**config.mk**
```make
export PLATFORM = sky130hd
export DESIGN_NAME = vga_overlay_scaler
export DESIGN_NICKNAME = d
export VERILOG_FILES = /design/src/rtl/vga_overlay_scaler.sv
export SDC_FILE = /design/constraint.sdc
export NUM_CORES = 1
export LEC_CHECK = 0
export BUFFER_PORTS_ARGS = -buffer_cell sky130_fd_sc_hd__buf_2
export CAP_MARGIN = 20
export CORE_MARGIN = 1
export CORE_UTILIZATION = 24
export CTS_CLUSTER_DIAMETER = 100
export DETAILED_ROUTE_END_ITERATION = 6
export PLACE_DENSITY = 0.38
export SLEW_MARGIN = 40
export SYNTH_ARGS = -nofsm -noshare
export SYNTH_HDL_FRONTEND = slang
export SYNTH_SLANG_ARGS = --single-unit
```
**constraint.sdc**
```tcl
create_clock -name vga_clk -period 12.8 [get_ports vga_clk]
set_input_delay 0.64 -clock vga_clk [delete_from_list [all_inputs] [get_ports vga_clk]]
set_output_delay 0.64 -clock vga_clk [all_outputs]
set_load 0.01 [all_outputs]
```
**src/rtl/vga_overlay_scaler.sv**
```systemverilog
// rtl/vga_overlay_scaler.sv - framebuffer upscaler with per-frame latched tracking-marker overlay
// Output lags the x/y/sync inputs by RAM_LAT+2 cycles; marker state is re-latched on each vsync fall.
module vga_overlay_scaler #(
  parameter int SRC_W       = 320,
  parameter int SRC_H       = 240,
  parameter int SCALE_SHIFT = 1,
  parameter int ADDR_W      = 17,
  parameter int RAM_LAT     = 2,
  parameter int N_BOX       = 2,
  parameter int THICK       = 3,
  parameter int MIN_HALF    = 5
) (
  input  logic                  vga_clk,
  input  logic                  rst,
  input  logic [9:0]            x_pixel,
  input  logic [9:0]            y_pixel,
  input  logic                  data_enable,
  input  logic                  VGAHS_in,
  input  logic                  VGAVS_in,
  output logic                  fb_rd_en,
  output logic [ADDR_W-1:0]     fb_rd_addr,
  input  logic [15:0]           fb_pixel,
  input  logic [10*N_BOX-1:0]   track_x,
  input  logic [10*N_BOX-1:0]   track_y,
  input  logic [10*N_BOX-1:0]   box_half_w,
  input  logic [10*N_BOX-1:0]   box_half_h,
  input  logic [N_BOX-1:0]      track_valid,
  input  logic [9*N_BOX-1:0]    box_rgb,
  input  logic [1:0]            overlay_mode,
  output logic [2:0]            VGA_R,
  output logic [2:0]            VGA_G,
  output logic [2:0]            VGA_B,
  output logic                  VGAHS,
  output logic                  VGAVS
);

  localparam int PD = RAM_LAT + 1;

  typedef struct packed {
    logic       de;
    logic       hs;
    logic       vs;
    logic       blk;
    logic       hit;
    logic       fill;
    logic [8:0] rgb;
  } pipe_t;

  localparam pipe_t PIPE_IDLE = '{de: 1'b0, hs: 1'b1, vs: 1'b1, blk: 1'b0,
                                  hit: 1'b0, fill: 1'b0, rgb: 9'd0};

  logic                   r_vs_prev, r_de_prev, r_armed;
  logic [10*N_BOX-1:0]    r_tx, r_ty, r_hw, r_hh;
  logic [N_BOX-1:0]       r_valid;
  logic [9*N_BOX-1:0]     r_rgb;
  logic [1:0]             r_mode;
  logic [ADDR_W-1:0]      r_row_base, r_col;
  logic [SCALE_SHIFT-1:0] r_sub;
  pipe_t                  r_pipe [PD];

  logic                   w_vs_fall, w_de_rise, w_de_fall, w_oos;
  logic [ADDR_W-1:0]      w_col;
  logic [SCALE_SHIFT-1:0] w_sub;
  logic [11:0]            w_px, w_py;
  logic [N_BOX-1:0]       w_hit, w_edge;
  logic                   w_sel_hit, w_sel_fill;
  logic [8:0]             w_sel_rgb, w_cam, w_out;
  pipe_t                  w_stage, w_tail;
  logic                   w_unused;

  assign w_vs_fall = r_vs_prev & ~VGAVS_in;
  assign w_de_rise = data_enable & ~r_de_prev;
  assign w_de_fall = ~data_enable & r_de_prev;
  assign w_col     = w_de_rise ? '0 : r_col;
  assign w_sub     = w_de_rise ? '0 : r_sub;
  assign w_oos     = (12'(x_pixel >> SCALE_SHIFT) >= 12'(SRC_W)) ||
                     (12'(y_pixel >> SCALE_SHIFT) >= 12'(SRC_H));

  always_ff @(posedge vga_clk) begin
    if (rst) begin
      r_tx <= '0; r_ty <= '0; r_hw <= '0; r_hh <= '0;
      r_valid <= '0; r_rgb <= '0; r_mode <= 2'd0; r_armed <= 1'b0;
    end else if (w_vs_fall) begin
      r_tx <= track_x; r_ty <= track_y; r_hw <= box_half_w; r_hh <= box_half_h;
      r_valid <= track_valid; r_rgb <= box_rgb; r_mode <= overlay_mode; r_armed <= 1'b1;
    end
  end

  // Source column advances once every 2^SCALE_SHIFT active pixels; rows on every 2^S-th line end.
  always_ff @(posedge vga_clk) begin
    if (rst) begin
      r_vs_prev  <= 1'b1;
      r_de_prev  <= 1'b0;
      r_row_base <= '0;
      r_col      <= '0;
      r_sub      <= '0;
      fb_rd_en   <= 1'b0;
      fb_rd_addr <= '0;
    end else begin
      r_vs_prev <= VGAVS_in;
      r_de_prev <= data_enable;
      if (w_vs_fall)
        r_row_base <= '0;
      else if (w_de_fall && (&y_pixel[SCALE_SHIFT-1:0]))
        r_row_base <= r_row_base + ADDR_W'(SRC_W);
      if (data_enable) begin
        r_sub      <= w_sub + 1'b1;
        r_col      <= (&w_sub) ? w_col + 1'b1 : w_col;
        fb_rd_addr <= r_row_base + w_col;
      end
      fb_rd_en <= data_enable & ~w_oos;
    end
  end

  assign w_px = {2'b00, x_pixel};
  assign w_py = {2'b00, y_pixel};

  genvar g;
  for (g = 0; g < N_BOX; g++) begin : g_box
    logic [9:0]  w_hw_c, w_hh_c;
    logic [11:0] w_cx, w_cy, w_rw, w_rh, w_dx, w_dy;
    logic        w_area, w_outl, w_cross;

    assign w_hw_c = (r_hw[g*10 +: 10] < 10'(MIN_HALF)) ? 10'(MIN_HALF) : r_hw[g*10 +: 10];
    assign w_hh_c = (r_hh[g*10 +: 10] < 10'(MIN_HALF)) ? 10'(MIN_HALF) : r_hh[g*10 +: 10];
    assign w_cx   = 12'(r_tx[g*10 +: 10]) << SCALE_SHIFT;
    assign w_cy   = 12'(r_ty[g*10 +: 10]) << SCALE_SHIFT;
    assign w_rw   = 12'(w_hw_c) << SCALE_SHIFT;
    assign w_rh   = 12'(w_hh_c) << SCALE_SHIFT;
    assign w_dx   = (w_px >= w_cx) ? w_px - w_cx : w_cx - w_px;
    assign w_dy   = (w_py >= w_cy) ? w_py - w_cy : w_cy - w_py;
    assign w_area = (w_dx <= w_rw) && (w_dy <= w_rh);
    // dist > r-THICK rewritten as dist+THICK > r so small radii cannot underflow.
    assign w_outl = w_area && (({1'b0, w_dx} + 13'(THICK) > {1'b0, w_rw}) ||
                               ({1'b0, w_dy} + 13'(THICK) > {1'b0, w_rh}));
    assign w_cross = w_area && ((w_dx <= 12'(THICK >> 1)) || (w_dy <= 12'(THICK >> 1)));
    assign w_hit[g] = r_valid[g] && (((r_mode == 2'd1) && w_outl) ||
                                     ((r_mode == 2'd2) && w_area) ||
                                     ((r_mode == 2'd3) && w_cross));
    assign w_edge[g] = w_outl;
  end

  always_comb begin
    w_sel_hit  = 1'b0;
    w_sel_fill = 1'b0;
    w_sel_rgb  = '0;
    for (int k = N_BOX - 1; k >= 0; k--) begin
      if (w_hit[k]) begin
        w_sel_hit  = 1'b1;
        w_sel_fill = (r_mode == 2'd2) && !w_edge[k];
        w_sel_rgb  = r_rgb[k*9 +: 9];
      end
    end
  end

  assign w_stage = '{de: data_enable, hs: VGAHS_in, vs: VGAVS_in, blk: w_oos | ~r_armed,
                     hit: w_sel_hit, fill: w_sel_fill, rgb: w_sel_rgb};

  always_ff @(posedge vga_clk) begin
    if (rst) begin
      for (int i = 0; i < PD; i++) r_pipe[i] <= PIPE_IDLE;
    end else begin
      r_pipe[0] <= w_stage;
      for (int i = 1; i < PD; i++) r_pipe[i] <= r_pipe[i-1];
    end
  end

  assign w_tail   = r_pipe[PD-1];
  assign w_cam    = {fb_pixel[15:13], fb_pixel[10:8], fb_pixel[4:2]};
  assign w_unused = ^{fb_pixel[12:11], fb_pixel[7:5], fb_pixel[1:0]};

  always_comb begin
    w_out = '0;
    if (w_tail.de && !w_tail.blk) begin
      if (w_tail.hit && w_tail.fill)
        w_out = {(w_cam[8:6] >> 1) + (w_tail.rgb[8:6] >> 1),
                 (w_cam[5:3] >> 1) + (w_tail.rgb[5:3] >> 1),
                 (w_cam[2:0] >> 1) + (w_tail.rgb[2:0] >> 1)};
      else if (w_tail.hit)
        w_out = w_tail.rgb;
      else
        w_out = w_cam;
    end
  end

  always_ff @(posedge vga_clk) begin
    if (rst) begin
      {VGA_R, VGA_G, VGA_B} <= 9'd0;
      VGAHS <= 1'b1;
      VGAVS <= 1'b1;
    end else begin
      {VGA_R, VGA_G, VGA_B} <= w_out;
      VGAHS <= w_tail.hs;
      VGAVS <= w_tail.vs;
    end
  end

endmodule

```
# [Word level (Yosys, flattened, before mapping)]
# Memory sizes are Yosys's and may differ from the RTL's.
# Cells that the tools add are included.
# W data, S select, Z words.
[classes] add_sub_neg=19 mul=0 div_mod_pow=0 magnitude_cmp=22 n_eq_ne=3 shifts=0 muxes=25 bitwise=14 n_reduce_logical=33
[op_table] op="$add A12 B2 Y13 const B" count=4
[op_table] op="$gt A13 B11 Y1" count=4
[op_table] op="$le A12 B1 Y1 const B" count=4
[op_table] op="$le A12 B11 Y1" count=4
[op_table] op="$mux W12" count=4
[op_table] op="$sub A10 B11 Y12" count=4
[op_table] op="$sub A11 B10 Y12" count=4
[op_table] op="$mux W15" count=3
[op_table] op="$ge A10 B11 Y1" count=4
[op_table] op="$lt A10 B3 Y1 const B" count=4
[op_table] op="$mux W10" count=4
[op_table] op="$mux W9" count=4
[op_table] op="$mux W17" count=2
[op_table] op="$logic_and A1 B1 Y1" count=19
[op_table] op="$add A17 B1 Y17 const B" count=1
[op_table] op="$add A17 B17 Y17" count=1
[op_table] op="$add A17 B9 Y17 const B" count=1
[op_table] op="$add A2 B2 Y3" count=3
[op_table] op="$ge A9 B8 Y1 const B" count=1
[op_table] op="$ge A9 B9 Y1 const B" count=1
[op_table] op="$logic_or A1 B1 Y1" count=9
[op_table] op="$mux W1" count=8
[op_table] op="$not A1 Y1" count=6
[op_table] op="$and A1 B1 Y1" count=4
[op_table] op="6 further kinds" count=13
[word_totals] ff_bits=169 latchBits=0 ram_bits=45 mem_bits_ro=0 inputBits=143 output_inout_bits=29 wordCells=137 memories=1
[mem_list] name="r_pipe" depth=3 word_bits=15 rd=3 rd_clocked_by_memory_dff=0 wr=3 line="59" source="pipe_t r_pipe [PD];"

# [Longest topological paths before layout]
[depth] ltp_word=13 mapped_depth=25 depth_no_buf=24

# [Least setup slack after synthesis]
# Ideal clock, no wire load.
[synth_path] path_kind="input to register" start="input x_pixel[1]" end="memory r_pipe[0][10] (netlist bit)" setup_ps=70 t_arrival_ps=5079 t_required_ps=12730 slack_ps=7650 path_stages=23 n_path_buf=0 cell_sequence="inv_1 ha_1 ha_1 nand2b_1 a31o_2 a211oi_2 nor2_2 a211o_1 inv_2 nand2_1 nor4_1 nand3_1 nor3_1 xor2_1 ha_1 nand4_1 nor3_1 a21oi_1 a22o_1 a41oi_1 a211oi_1 o21ai_0 a21oi_1"
[synth_rtl] element="start: declaration" line="15" source="input logic [9:0] x_pixel,"
[synth_rtl] element="end: declaration" line="59"

==> results list <==
- Total instance count after detailed placement: 2766
* Required time at the endpoint of the critical path: 13.21 ns
- Maximum number of pins on one net before global-route repair: between 100 and 150
* Insertion delay of the later-clocked pin in the worst-skew pair: 0.57 ns
* Tot GR Track Use: 14.2%
* CP delay by family, top: compound AO/OA/AOI/OAI gates
* Min cycle time layout: about 5.6 ns
- The number of antenna violations at the first check in global routing came to 2.
* Post-synth top area share: ~28%
- Top area cells in the synthesized netlist: dfxtp_1 28%, ha_1 15%, nand2_1 7.4%
* Actual slew at the worst max-slew pin: approximately 0.81 ns
- After clock tree synthesis, the flow added hold-fix buffers numbering 0.
- TritonCTS built the clock tree.
- Summing the sequential cell areas from Yosys gives between 20% and 30% of the chip area.
- Number of fillers in the final layout: around 6700
- Beginning of the worst register-to-register path: r_ty[3]
- Cell area power density: approximately 120 nW/um^2
- Site Rows: 90
- In this run the number of H-tree levels came out at 1.
- Most common cell in the synthesized netlist: nand2_1
- The final layout contains about 2300 nets.
- After synthesis, the mean cell area works out to 7.77 um^2.
* Clock Tree Buf Depth: 3
- Hold Path Cell Cnt: 2
* Final Instance Count excl. Fillers: 2816
- Number of slew-limit violations in the final report: 0
- Setup repair after global routing left no endpoint under its margin.
- Yosys top cell by area: dfxtp_1
- I/O pin count: ~170
- In this run the worst path has a maximum fanout of 11.
- Area growth from synthesis to layout: 16.4%
- Clock tree synthesis found a total of 206 sinks.
* Horizontal extent of the die: roughly 250 um
- Most common library cells after synthesis: 293 x nand2_1, 206 x dfxtp_1, 194 x a21oi_1, 173 x ha_1, 136 x nor2_1
* Core Box Area: roughly 60000 um^2
- Resized cells post-CTS: 0
- Period Utilization, post-route: a little over two fifths
- Fmax: around 180 MHz
- Async set or reset register ratio after synthesis: 0%
- Slowest cell on the critical path: or4_1
- In this run, synthesis produced a sequential element count of approximately 210.
* Routability congestion estimate from global placement: a little over 0.8
- Post-synthesis instance area: between 10000 and 15000 um^2
* Dominant synthesized flop cell: dfxtp_1
- Root buffer cell: clkbuf_16
- The endpoint identified for the worst register-to-register timing path is r_pipe[0][9].
* Netlist cell types: 84
- Data arrives at the worst endpoint at about 6.0 ns.
- Worst rel slew slack: 46.3%
- Clock-pin slew was measured on the worst setup and hold paths at 0.06 ns.
* Die Outline Area: roughly 63000 um^2
- TritonRoute pass-1 iters: 5
* Sum of routed wire length over all layers: 45200 um
- Number of endpoints failing setup at the final stage: 0
- Post-detailed-route count of antenna-violating nets: 0
- Number of clock buffers inserted by TritonCTS: 28
* Worst ir drop on vdd: between 70 and 80 uV
- Across all register-to-register paths, the minimum setup slack is a little over 7 ns.
* Number of buffers inserted by post-CTS setup repair: 0
- Clk_skew: approximately 0.022 ns
- Per-cell via count in the routed design: about 4.7
* Remaining Overflow, GRT: 0
* Setup crit start kind: flip-flop
- Worst path bufs/invs: 1
- Endpoint class of the critical path: flip-flop
- In the routed design, unresolved DRC markers number 0.
- The first global-routing pass estimated about 72000 um of wire.
- Sum of negative setup slack: 0 ns
* Hpwl dp: around 35000 um
- After detailed routing, the average wire length per cell comes to between 15 and 20 um.
- Via count of the first global-routing pass: between 10000 and 15000
- The initial utilization of the core area, before any placement, comes to about a quarter.
* Gate count of the mapped netlist: about 1900
- Leakage component of the power: 7.18 nW
* Net count after synthesis: 2230
- Most used cell along the critical path: o21a_1
- The detailed router finished its first iteration with ~640 violations.
- Hold Path Sink: r_pipe[0][13]
- In this run, synthesis inferred 0 flip-flops with an integrated enable.
* Tightest Hold Check Type: input port to flip-flop
* Routed via count: about 13000
- In this design, the stage delay of the slowest critical-path cell is roughly 0.56 ns.
- The die is roughly 250 um tall.
- Worst-case reg-to-reg path depth: 19
* Diodes inserted: 0
* Fraction of layout instances using a drive strength above 1: between 10 and 15%
* Max-capacitance violation count: 0
* Run status: completed
- IO Port Bufs: 164
- The worst hold path begins at VGAHS_in.
- Traced cell by cell, the critical path runs through ha_1 > nand4_1 > or4_1 > nor2b_2 > nand2_2 > mux2i_1 > inv_1 > ha_1 > nor2b_1 > o21a_1 > o21a_1 > o21a_1 > o21ai_0 > a21oi_1 > a2111oi_0 > o2111ai_1 > a311o_1 > a211oi_1 > a211oi_2.
- The final number of hold-violating endpoints was 0.
- CP Class: flip-flop to flip-flop
* Number of warnings issued by yosys: 0
-- layout by cell type (no fill, tap or decap), drive strengths merged, types with 4 or more instances in the layout --
| cell type | instances |
|---|---|
| clkinvlp | 4 |
| a221oi | 4 |
| a31o | 4 |
| and2 | 19 |
| o21a | 27 |
| o211ai | 21 |
| a211o | 4 |
| buf | 171 |
| nand4 | 30 |
| fa | 12 |
| o22ai | 6 |
| dfxtp | 206 |
| nor4 | 15 |
| xor2 | 35 |
| ha | 173 |
| a31oi | 7 |
| nor2 | 137 |
| a21oi | 194 |
| nor3 | 34 |
| clkbuf | 39 |
| inv | 137 |
| nand2 | 294 |
| a22oi | 5 |
| nand2b | 29 |
| xnor2 | 53 |
| a211oi | 33 |
| a21o | 31 |
| and3 | 6 |
| o31ai | 8 |
| o21bai | 6 |
| nand3 | 47 |
| o31a | 7 |
| nor2b | 49 |
| or2 | 18 |
| nand3b | 8 |
| nor3b | 4 |
| o21ai | 60 |
| mux2i | 47 |
-- per-layer routing --
metal	vias up	part of all wire [%]	track usage, %
met1	6142	49	19.4
met4	0	2.1	3.44
met5	-	0	0
met3	51	3.8	2.06
met2	213	45	23.4
li1	6774	-	-
-- sequential cells by signal, indices dropped and copies added (netlist names), 2 cells and up --
register and cells:
VGA_B 3, VGA_G 3, VGA_R 3, fb_rd_addr 17
r_col 17, r_hh 20, r_hw 20, r_mode 2
r_pipe 45, r_rgb 18, r_row_base 11, r_tx 20
r_ty 20, r_valid 2
-- cell type report --
type	count	area [um^2]	area share, %
well taps	782	978	5.69
repair buffers	171	918	5.34
flip-flops and latches	206	4120	24.0
multi-input cells	1473	9810	57.0
inverters	136	510	2.97
clock buffers	39	783	4.55
clock inverters	9	87.6	0.509
-- power by group --
group          total, mW  switching [mW]  internal, mW
clock network      0.759           0.314         0.445
registers          0.682          0.0188         0.663
logic              0.685           0.408         0.277
-- logic make-up (layout without fill, tap and decap cells) --
| kind of cell | after synthesis | after routing | synth area share, % |
|---|---|---|---|
| XOR/XNOR | 88 | 88 | 5.21 |
| buffers and inverters | 223 | 355 | 5.91 |
| AND/OR/NAND/NOR | 704 | 704 | 22.2 |
| AO/OA/AOI/OAI | 447 | 447 | 19.2 |
| multiplexers | 49 | 49 | 3.33 |
| flip-flops | 206 | 206 | 27.9 |
| adder cells (fa/ha/maj) | 185 | 185 | 16.3 |
-- per-stage QoR --
| step | power, mW | setup slack [ns] | hold slack [ns] | instance area (um^2) | util (%) |
|---|---|---|---|---|---|
| detailed placement | 1.38 | 6.65 | 0.395 | 16300 | 26.9 |
| CTS | 2.17 | 7.10 | 0.224 | 17200 | 28.3 |
| finish | 2.13 | 7.25 | 0.273 | 17200 | 28.4 |
| floorplan | 1.19 | 7.65 | 0.389 | 14800 | - |
| global route | 2.28 | 6.80 | 0.254 | 17200 | 28.4 |
| global placement | 1.38 | 6.65 | 0.394 | 16300 | 26.9 |
-- how the worst max path moves through the flow --
stage / from / endpoint / slack, ns / cells past startpoint
4_1_cts: r_ty[0] / r_pipe[0][2] / 7.10 / 19
5_1_grt: r_ty[3] / r_pipe[0][2] / 6.80 / 19
2_1_floorplan: x_pixel[1] / r_pipe[0][10] / 7.65 / 23
6_report: r_ty[3] / r_pipe[0][9] / 7.25 / 19
3_3_place_gp: x_pixel[0] / r_pipe[0][7] / 6.65 / 24
3_5_place_dp: y_pixel[9] / r_pipe[0][9] / 6.65 / 21
Power figures use the tool's default switching activity.
